## config.mk

```make
export PLATFORM = sky130hd
export DESIGN_NAME = ex_mem_stage_reg
export DESIGN_NICKNAME = d
export VERILOG_FILES = /design/src/rtl/ex_mem_pkg.sv /design/src/rtl/pipe_payload_reg.sv /design/src/rtl/ex_mem_stage_reg.sv
export SDC_FILE = /design/constraint.sdc
export NUM_CORES = 1
export LEC_CHECK = 0
export BUFFER_PORTS_ARGS = -buffer_cell sky130_fd_sc_hd__buf_2
export CAP_MARGIN = 20
export CORE_UTILIZATION = 55
export DETAILED_ROUTE_END_ITERATION = 10
export HOLD_SLACK_MARGIN = 0.03
export PLACE_DENSITY = 0.81
export SKIP_LAST_GASP = 1
export SYNTH_ARGS = -nofsm -noshare
export SYNTH_HDL_FRONTEND = slang
export SYNTH_SLANG_ARGS = --single-unit
```

## constraint.sdc

```tcl
create_clock -name clk -period 2.17 [get_ports clk]
set_clock_uncertainty 0.15 [all_clocks]
set_input_delay 0.3255 -clock clk [delete_from_list [all_inputs] [get_ports clk]]
set_output_delay 0.3255 -clock clk [all_outputs]
set_load 0.05 [all_outputs]
```

## src/rtl/ex_mem_pkg.sv

```systemverilog
// Shared definitions for the EX/MEM stage register: control bit map and payload layout.
package ex_mem_pkg;
  localparam int DATA_W = 32;
  localparam int REG_W  = 5;
  localparam int CTRL_W = 5;

  localparam int CTRL_MEMREAD  = 0;
  localparam int CTRL_MEMWRITE = 1;
  localparam int CTRL_MEMTOREG = 2;
  localparam int CTRL_REGWRITE = 3;
  localparam int CTRL_IMM      = 4;

  typedef struct packed {
    logic [DATA_W-1:0] alu_result;
    logic [DATA_W-1:0] store_data;
    logic [DATA_W-1:0] lui;
    logic [REG_W-1:0]  dest;
    logic [CTRL_W-1:0] ctrl;
  } payload_t;
endpackage

```

## src/rtl/pipe_payload_reg.sv

```systemverilog
// One pipeline entry: payload register with load enable plus its valid bit.
module pipe_payload_reg #(
  parameter int W = 8
) (
  input  logic         clk,
  input  logic         rst_n,
  input  logic         load_i,
  input  logic [W-1:0] data_i,
  input  logic         valid_d_i,
  output logic         valid_o,
  output logic [W-1:0] data_o
);
  logic         valid_q;
  logic [W-1:0] data_q;

  always_ff @(posedge clk or negedge rst_n) begin
    if (!rst_n) begin
      valid_q <= 1'b0;
      data_q  <= '0;
    end else begin
      valid_q <= valid_d_i;
      if (load_i) data_q <= data_i;
    end
  end

  assign valid_o = valid_q;
  assign data_o  = data_q;
endmodule

```

## src/rtl/ex_mem_stage_reg.sv

```systemverilog
// EX/MEM stage register with valid/ready handshake, flush, optional skid entry
// and the forwarding-source view of the held instruction.
module ex_mem_stage_reg
  import ex_mem_pkg::*;
#(
  parameter int DATA_W = ex_mem_pkg::DATA_W,
  parameter int REG_W  = ex_mem_pkg::REG_W,
  parameter int CTRL_W = ex_mem_pkg::CTRL_W,
  parameter int SKID   = 1
) (
  input  logic              clk,
  input  logic              rst_n,
  input  logic              flush_i,
  input  logic              in_valid,
  output logic              in_ready,
  input  logic [DATA_W-1:0] in_alu_result,
  input  logic [DATA_W-1:0] in_store_data,
  input  logic [DATA_W-1:0] in_lui,
  input  logic [REG_W-1:0]  in_dest,
  input  logic [CTRL_W-1:0] in_ctrl,
  output logic              out_valid,
  input  logic              out_ready,
  output logic [DATA_W-1:0] out_alu_result,
  output logic [DATA_W-1:0] out_store_data,
  output logic [DATA_W-1:0] out_lui,
  output logic [REG_W-1:0]  out_dest,
  output logic [CTRL_W-1:0] out_ctrl,
  output logic              fwd_we,
  output logic [REG_W-1:0]  fwd_dest,
  output logic [DATA_W-1:0] fwd_value
);
  localparam int PW = 3*DATA_W + REG_W + CTRL_W;

  logic [PW-1:0]     in_pay, main_pay, skid_pay, main_src;
  logic              main_valid, skid_valid;
  logic              main_valid_d, skid_valid_d;
  logic              main_load, skid_load;
  logic              accept, consume, main_free;
  logic [CTRL_W-1:0] main_ctrl;

  assign in_pay = {in_alu_result, in_store_data, in_lui, in_dest, in_ctrl};

  always_comb begin
    accept       = in_valid & in_ready;
    consume      = main_valid & out_ready;
    main_free    = ~main_valid | consume;
    main_valid_d = main_valid;
    skid_valid_d = skid_valid;
    main_load    = 1'b0;
    skid_load    = 1'b0;
    main_src     = in_pay;
    if (flush_i) begin
      main_valid_d = 1'b0;
      skid_valid_d = 1'b0;
    end else if (main_free) begin
      // The skid entry is older than anything on the input, so it drains first.
      if (skid_valid) begin
        main_src     = skid_pay;
        main_load    = 1'b1;
        main_valid_d = 1'b1;
        skid_load    = accept;
        skid_valid_d = accept;
      end else begin
        main_load    = accept;
        main_valid_d = accept;
      end
    end else if (accept) begin
      skid_load    = 1'b1;
      skid_valid_d = 1'b1;
    end
  end

  pipe_payload_reg #(.W(PW)) u_main (
    .clk       (clk),
    .rst_n     (rst_n),
    .load_i    (main_load),
    .data_i    (main_src),
    .valid_d_i (main_valid_d),
    .valid_o   (main_valid),
    .data_o    (main_pay)
  );

  generate
    if (SKID != 0) begin : g_skid
      pipe_payload_reg #(.W(PW)) u_skid (
        .clk       (clk),
        .rst_n     (rst_n),
        .load_i    (skid_load),
        .data_i    (in_pay),
        .valid_d_i (skid_valid_d),
        .valid_o   (skid_valid),
        .data_o    (skid_pay)
      );
      // Registered ready: no combinational path from out_ready back into EX.
      assign in_ready = ~skid_valid;
    end else begin : g_noskid
      assign skid_valid = 1'b0;
      assign skid_pay   = '0;
      assign in_ready   = ~main_valid | out_ready;
    end
  endgenerate

  assign {out_alu_result, out_store_data, out_lui, out_dest, main_ctrl} = main_pay;
  assign out_valid = main_valid;
  assign out_ctrl  = main_valid ? main_ctrl : '0;

  assign fwd_we    = out_ctrl[CTRL_REGWRITE] & (out_dest != '0);
  assign fwd_dest  = out_dest;
  assign fwd_value = out_ctrl[CTRL_IMM] ? out_lui : out_alu_result;
endmodule

```

=== After elaboration in Yosys (flattened, before gate mapping) ===
Cells that the tools add are included.
Widths: inputs -> output; s select.

* Muxes and demuxes: 17
* Reductions and logical operators: 3
* Bitwise logic cells: 6

{| class="wikitable"
|+ Operator list
! operator !! count
|-
| $mux 106 || 3
|-
| $mux 32 || 1
|-
| $mux 1 || 12
|-
| $mux 5 || 1
|-
| $reduce_bool 5->1 || 1
|-
| $and 1x1->1 || 3
|-
| $reduce_bool 3->1 || 1
|-
| $not 1->1 || 2
|-
| $reduce_bool 2->1 || 1
|-
| $or 1x1->1 || 1
|}

* Output and inout bits: 146
* Input port bits: 111
* Register bits after elaboration: 214
* Logic and storage cells: 30

=== Logic depth before layout (Yosys ltp) ===
* Depth in word-level cells: 5
* Depth in mapped cells: 7
* Mapped depth without buffers: 3

=== Hierarchy ===
From an unflattened synthesis, not the netlist that was laid out.

* Cell total of the unflattened synthesis: 624
* Area, all modules: 10,035.9 um^2

{| class="wikitable"
|+ Modules (own cells, without submodules)
! module !! cells each !! seq. area each (um^2) !! area each (um^2) !! instances
|-
| pipe_payload_reg || 225 || 2,677.6 || 4,119.0 || 2
|-
| ex_mem_stage_reg || 174 || 0.0 || 1,798.0 || 1
|}

=== Worst setup path after synthesis ===
Ideal clock, no wire load.

* Kind: reg-to-output
* Start: register u_main.valid_q (netlist: u_main.valid_o)
* End: output fwd_we
* Arrival: 1,698 ps
* Cell stages (with the launch flop): 3
* Required time: 1,695 ps
* Buffers on the path: 0
* Slack: -3 ps
* Cells stage by stage: dfrtp_1 > and2_1 > o21a_1

* Word-level cells in the longest chain between the ends: 2

{| class="wikitable"
|+ RTL lines
! element !! line !! text
|-
| start, declared || pipe_payload_reg.sv:13 || <nowiki>logic valid_q;</nowiki>
|-
| start signal, assigned || pipe_payload_reg.sv:21 || <nowiki>valid_q <= valid_d_i;</nowiki>
|-
| $mux 5 || ex_mem_stage_reg.sv:105 || <nowiki>assign out_ctrl = main_valid ? main_ctrl : '0;</nowiki>
|-
| named net out_ctrl[3] || ex_mem_stage_reg.sv:27 || <nowiki>output logic [CTRL_W-1:0] out_ctrl,</nowiki>
|-
| $and 1x1->1 || ex_mem_stage_reg.sv:107 || <nowiki>assign fwd_we = out_ctrl[CTRL_REGWRITE] & (out_dest != '0);</nowiki>
|-
| end, declared || ex_mem_stage_reg.sv:28 || <nowiki>output logic fwd_we,</nowiki>
|}

The timed path passes the listed nets, and every way through them passes these cells.

=== Worst setup path after layout ===
* Start: register u_main.data_q[5] (netlist: u_main.data_o[5])
* End: output fwd_we

* Word-level cells in the longest chain between the ends: 2

{| class="wikitable"
|+ RTL lines
! element !! line !! text
|-
| start, declared || pipe_payload_reg.sv:14 || <nowiki>logic [W-1:0] data_q;</nowiki>
|-
| start signal, assigned || pipe_payload_reg.sv:22 || <nowiki>if (load_i) data_q <= data_i;</nowiki>
|-
| $reduce_bool 5->1 || ex_mem_stage_reg.sv:107 ||
|-
| $and 1x1->1 || ex_mem_stage_reg.sv:107 ||
|}

Every way passes these cells.

==> flow_results.org <==
** Global routing
- Via count of the first global-routing pass :: 9178
- Largest net degree at the start of global routing :: 78
- Wire length of the first global-routing pass :: 47000 um
- For this run, the total global-route usage over all layers was measured as 28.9%.
- Sum of overflow across all layers after global routing :: 0
- Initial antenna violation count :: 1

** STA
- Setup repair after global routing could not meet its margin everywhere.
- The worst path in the final design needs a cycle of 2.28 ns, including I/O delays and setup.
- Number of failing hold endpoints at the final stage :: 0
- Setup violations remaining at the end of the flow were counted as 25.
- Slew at the pin closest to its max-slew limit :: 0.723 ns
- Setup total negative slack on the finished layout was measured at -1.10 ns.
- The final max-slew violation count is 0.
- The tightest hold path in the finished design has a slack of 0.203 ns.
- Achievable Freq :: 0.439 GHz
- Minimum setup slack in the final design :: -0.109 ns
- After layout, the worst path uses 105% of the clock period.
- Tightest slew margin relative to the limit :: 51.8%

** Setup path
- Highest-delay cell along the critical path :: or4_4
- STA classifies the critical path endpoint as a primary output.
- Maximum net fanout on the critical path :: 2
- At the worst endpoint, the required time is 1.69 ns.
- The worst setup path is of the register to primary output kind.
- In this design, the stage delay of the slowest critical-path cell is 0.56 ns.
- Cell-by-cell listing of the critical path :: or4_4 > o21a_1 > buf_6
- Critical path startpoint category :: register
- STA puts the critical path data arrival time at 1.80 ns.

** Yosys
- Warning count from the yosys run :: 0
- Synthesis inferred 214 register bits.
- Sequential cell area fraction in the yosys report :: 47.9%
- Of the total synthesized cell area, the portion taken by XOR and XNOR cells is 0%.
- The cell area that synthesis handed to floorplanning was 11200 um2.
- In the synthesized netlist the dominant register cell turns out to be dfrtp_1.
- Leading post-synthesis cells by cell area :: dfrtp_1 (48%), mux2_2 (9.9%), a221o_1 (9.5%), buf_4 (7.7%), a41o_1 (6.5%)
- EDFF count, synth :: 0
- After Yosys synthesis, full adders, half adders and majority gates account for 0% of the synthesized area.
- Summed over all instances, the cell type with the most area after synthesis is dfrtp_1.
- The average instance in the mapped netlist occupies 12.6 um2.
- Synthesis produced a netlist whose cell count is 888.
- The synthesized netlist devotes 19.1% of its cell area to compound gates.
- Measured against the total synthesized area, the mux share comes to 13.9%.
- Async set-or-reset flop fraction in the synthesized netlist :: 100%
- Post-synthesis cell type count :: 28
- Dominant combinational cell family by area after synthesis :: compound AO/OA/AOI/OAI gates
- The share of synthesized area in the top cell type comes to 47.9%.
- Summing the areas of all and, or, nand and nor instances in the mapped netlist gives 7.78% of the synthesized area.
- The number of nets in the synthesized netlist is 999.

** Drt
- The pre-antenna-repair detailed-routing pass consisted of 5 iterations.
- In the routed layout, each cell is associated on average with a via count of 6.38.
- Total DRC errors in the routed layout :: 0
- Number of DRC markers after the initial detailed-route iteration :: 630
- Antenna-violating nets left :: 0
- Average detailed-routed wire length per instance :: 22.9 um
- Via count :: 8890
- Total Wirelength :: 31900 um

** Layout
- Nets :: 1223
- Leaving out fill and tap cells, the most frequent cell in the layout is buf_2.
- The post-route netlist has 38.7% of its cells at a drive strength greater than 1.
- Across the whole layout, storage elements account for 5360 um2.
- The area growth from synthesis to layout is 27.6%.
- Final std cells w/o fill :: 1393
- Most used cells in the layout excluding fill and tap cells :: buf_2 (221), dfrtp_1 (211), dlygate4sd3_1 (108)
- Filler cells :: 1281
- Multi-input gate area :: 4690 um2

** Floorplanning
- Area inside the core boundary :: 19700 um2
- The die is 145 um tall.
- Once the floorplan was initialized, standard cells occupied 56.7% of the core.
- Row generation in the floorplan step produced 51 rows.
- Die X-Extent :: 145 um
- Area enclosed by the die boundary :: 20900 um2
- IO Pins :: 257

** Clock tree
- Number of clock buffers inserted by TritonCTS :: 23
- After clock tree synthesis, the clock-pin slew on the worst setup and hold paths is 0.06 ns.
- Clock tree synthesis found a total of 214 sinks.
- Clock buffer depth :: 3
- TritonCTS clock tree :: yes
- Root Driver :: clkbuf_16
- The clock reaches the later pin of the worst-skew pair after 0.49 ns.
- H-tree depth :: 1

** Placed design
- Timing analysis after detailed placement gives a worst setup slack of 0.0680 ns.
- The congestion estimate from routability-driven global placement came to 0.764.
- Buffers placed on the I/O ports in this run total 256.
- Estimated wirelength of the detail-placed design :: 17200 um
- Placed instance count :: 1236

** Power
- Maximum ir drop on the vdd rail :: 0.857 mV
- For this design the static power due to leakage is 6.75 nW.
- Power per standard cell area :: 1050 nW/um2

** Run status
- The final reports fail on negative setup slack.
- The run finished, with violations left.

** Job
- The tool flagged a number of max-cap violations equal to 0.

** Worst hold path
- The path class of the tightest hold or removal check is input pin to asynchronous set/reset pin.
## critical path: cells and delay by family, from the launching register on
| family | cells | cell delay (ns) |
|---|---|---|
| and+or+nand+nor | 1 | 0.56 |
| DFF | 1 | 0.40 |
| AOI/OAI and AO/OA | 1 | 0.21 |
| buffers and inverters | 1 | 0.15 |
## report_power, final
| group | internal, mW | switching (mW) | total (mW) |
|---|---|---|---|
| Sequential | 4.92 | 0.721 | 5.64 |
| Combinational | 2.12 | 3.33 | 5.45 |
| Clock | 2.42 | 1.55 | 3.96 |
| Total | 9.45 | 5.59 | 15.0 |
## metal layers
layer	part of all wire (%)	up-vias	global-route usage (%)
li1	-	3832	-
met1	39	4541	35.9
met2	51	430	49.9
met3	6.6	87	4.77
met4	3.4	0	12.1
met5	0	-	0
## kinds of logic (layout without fill, tap and decap cells)
kind of cell / count (synthesis) / after routing
mux: 138 / 138
flops: 214 / 214
compound gates: 214 / 214
simple gates: 121 / 122
other cells: 0 / 1
buf+inv: 201 / 439
## timing repair
| action | 4_1_cts | 5_1_grt |
|---|---|---|
| hold buffers | 108 | 0 |
| resized for setup | 28 | 93 |
| endpoints found under the setup margin | 34 | 37 |
| buffers inserted | 4 | 1 |
| pin swaps | 0 | 1 |
| endpoints found under the hold margin | 193 | 0 |
| gates cloned | 0 | 3 |
## final cells by class
class	count	share of cell area, %
inverter	2	0.0526
clock buffer	35	4.84
timing repair buffer	397	21.8
multi-input combinational	474	32.9
tap	265	2.32
clock inverter	5	0.526
antenna	1	0.0175
sequential	214	37.6
## final timing paths
check	slack, ns	to	from	cells past startpoint
max	-0.11	fwd_we	u_main.data_o[5]	3
min	0.20	g_skid.u_skid.data_o[62]	rst_n	2
max reg2reg	0.07	u_main.data_o[21]	u_main.valid_o	5
min reg2reg	0.34	g_skid.u_skid.data_o[89]	g_skid.u_skid.data_o[89]	1
max in group asynchronous	0.99	u_main.data_o[23]	rst_n	3
min in group clk	0.29	u_main.valid_o	out_ready	3
## stage by stage
stage	area, um2	power [mW]	util [%]
2_1_floorplan	11200	9.77	-
3_3_place_gp	12000	10.3	60.6
3_5_place_dp	12000	10.4	60.6
4_1_cts	13900	14.6	70.5
5_1_grt	14300	15.7	72.4
6_report	14300	15.0	72.4
## flip-flops by register name, summed over array words and instances, names as in the netlist
signal and cells:
g_skid.u_skid.valid_o 1, g_skid.u_skid.data_o 106, u_main.valid_o 1, u_main.data_o 106
## synthesized netlist by cell type, types with 3 or more instances
library cell	instances
a221o_1	106
a32o_1	32
a41o_1	73
and2_1	4
and2b_1	3
buf_1	6
buf_2	20
buf_4	115
buf_6	8
clkbuf_1	50
dfrtp_1	214
mux2_1	40
mux2_2	98
nand2b_1	3
nor2b_1	31
nor3b_1	73
(Power assumes the default switching activity.)
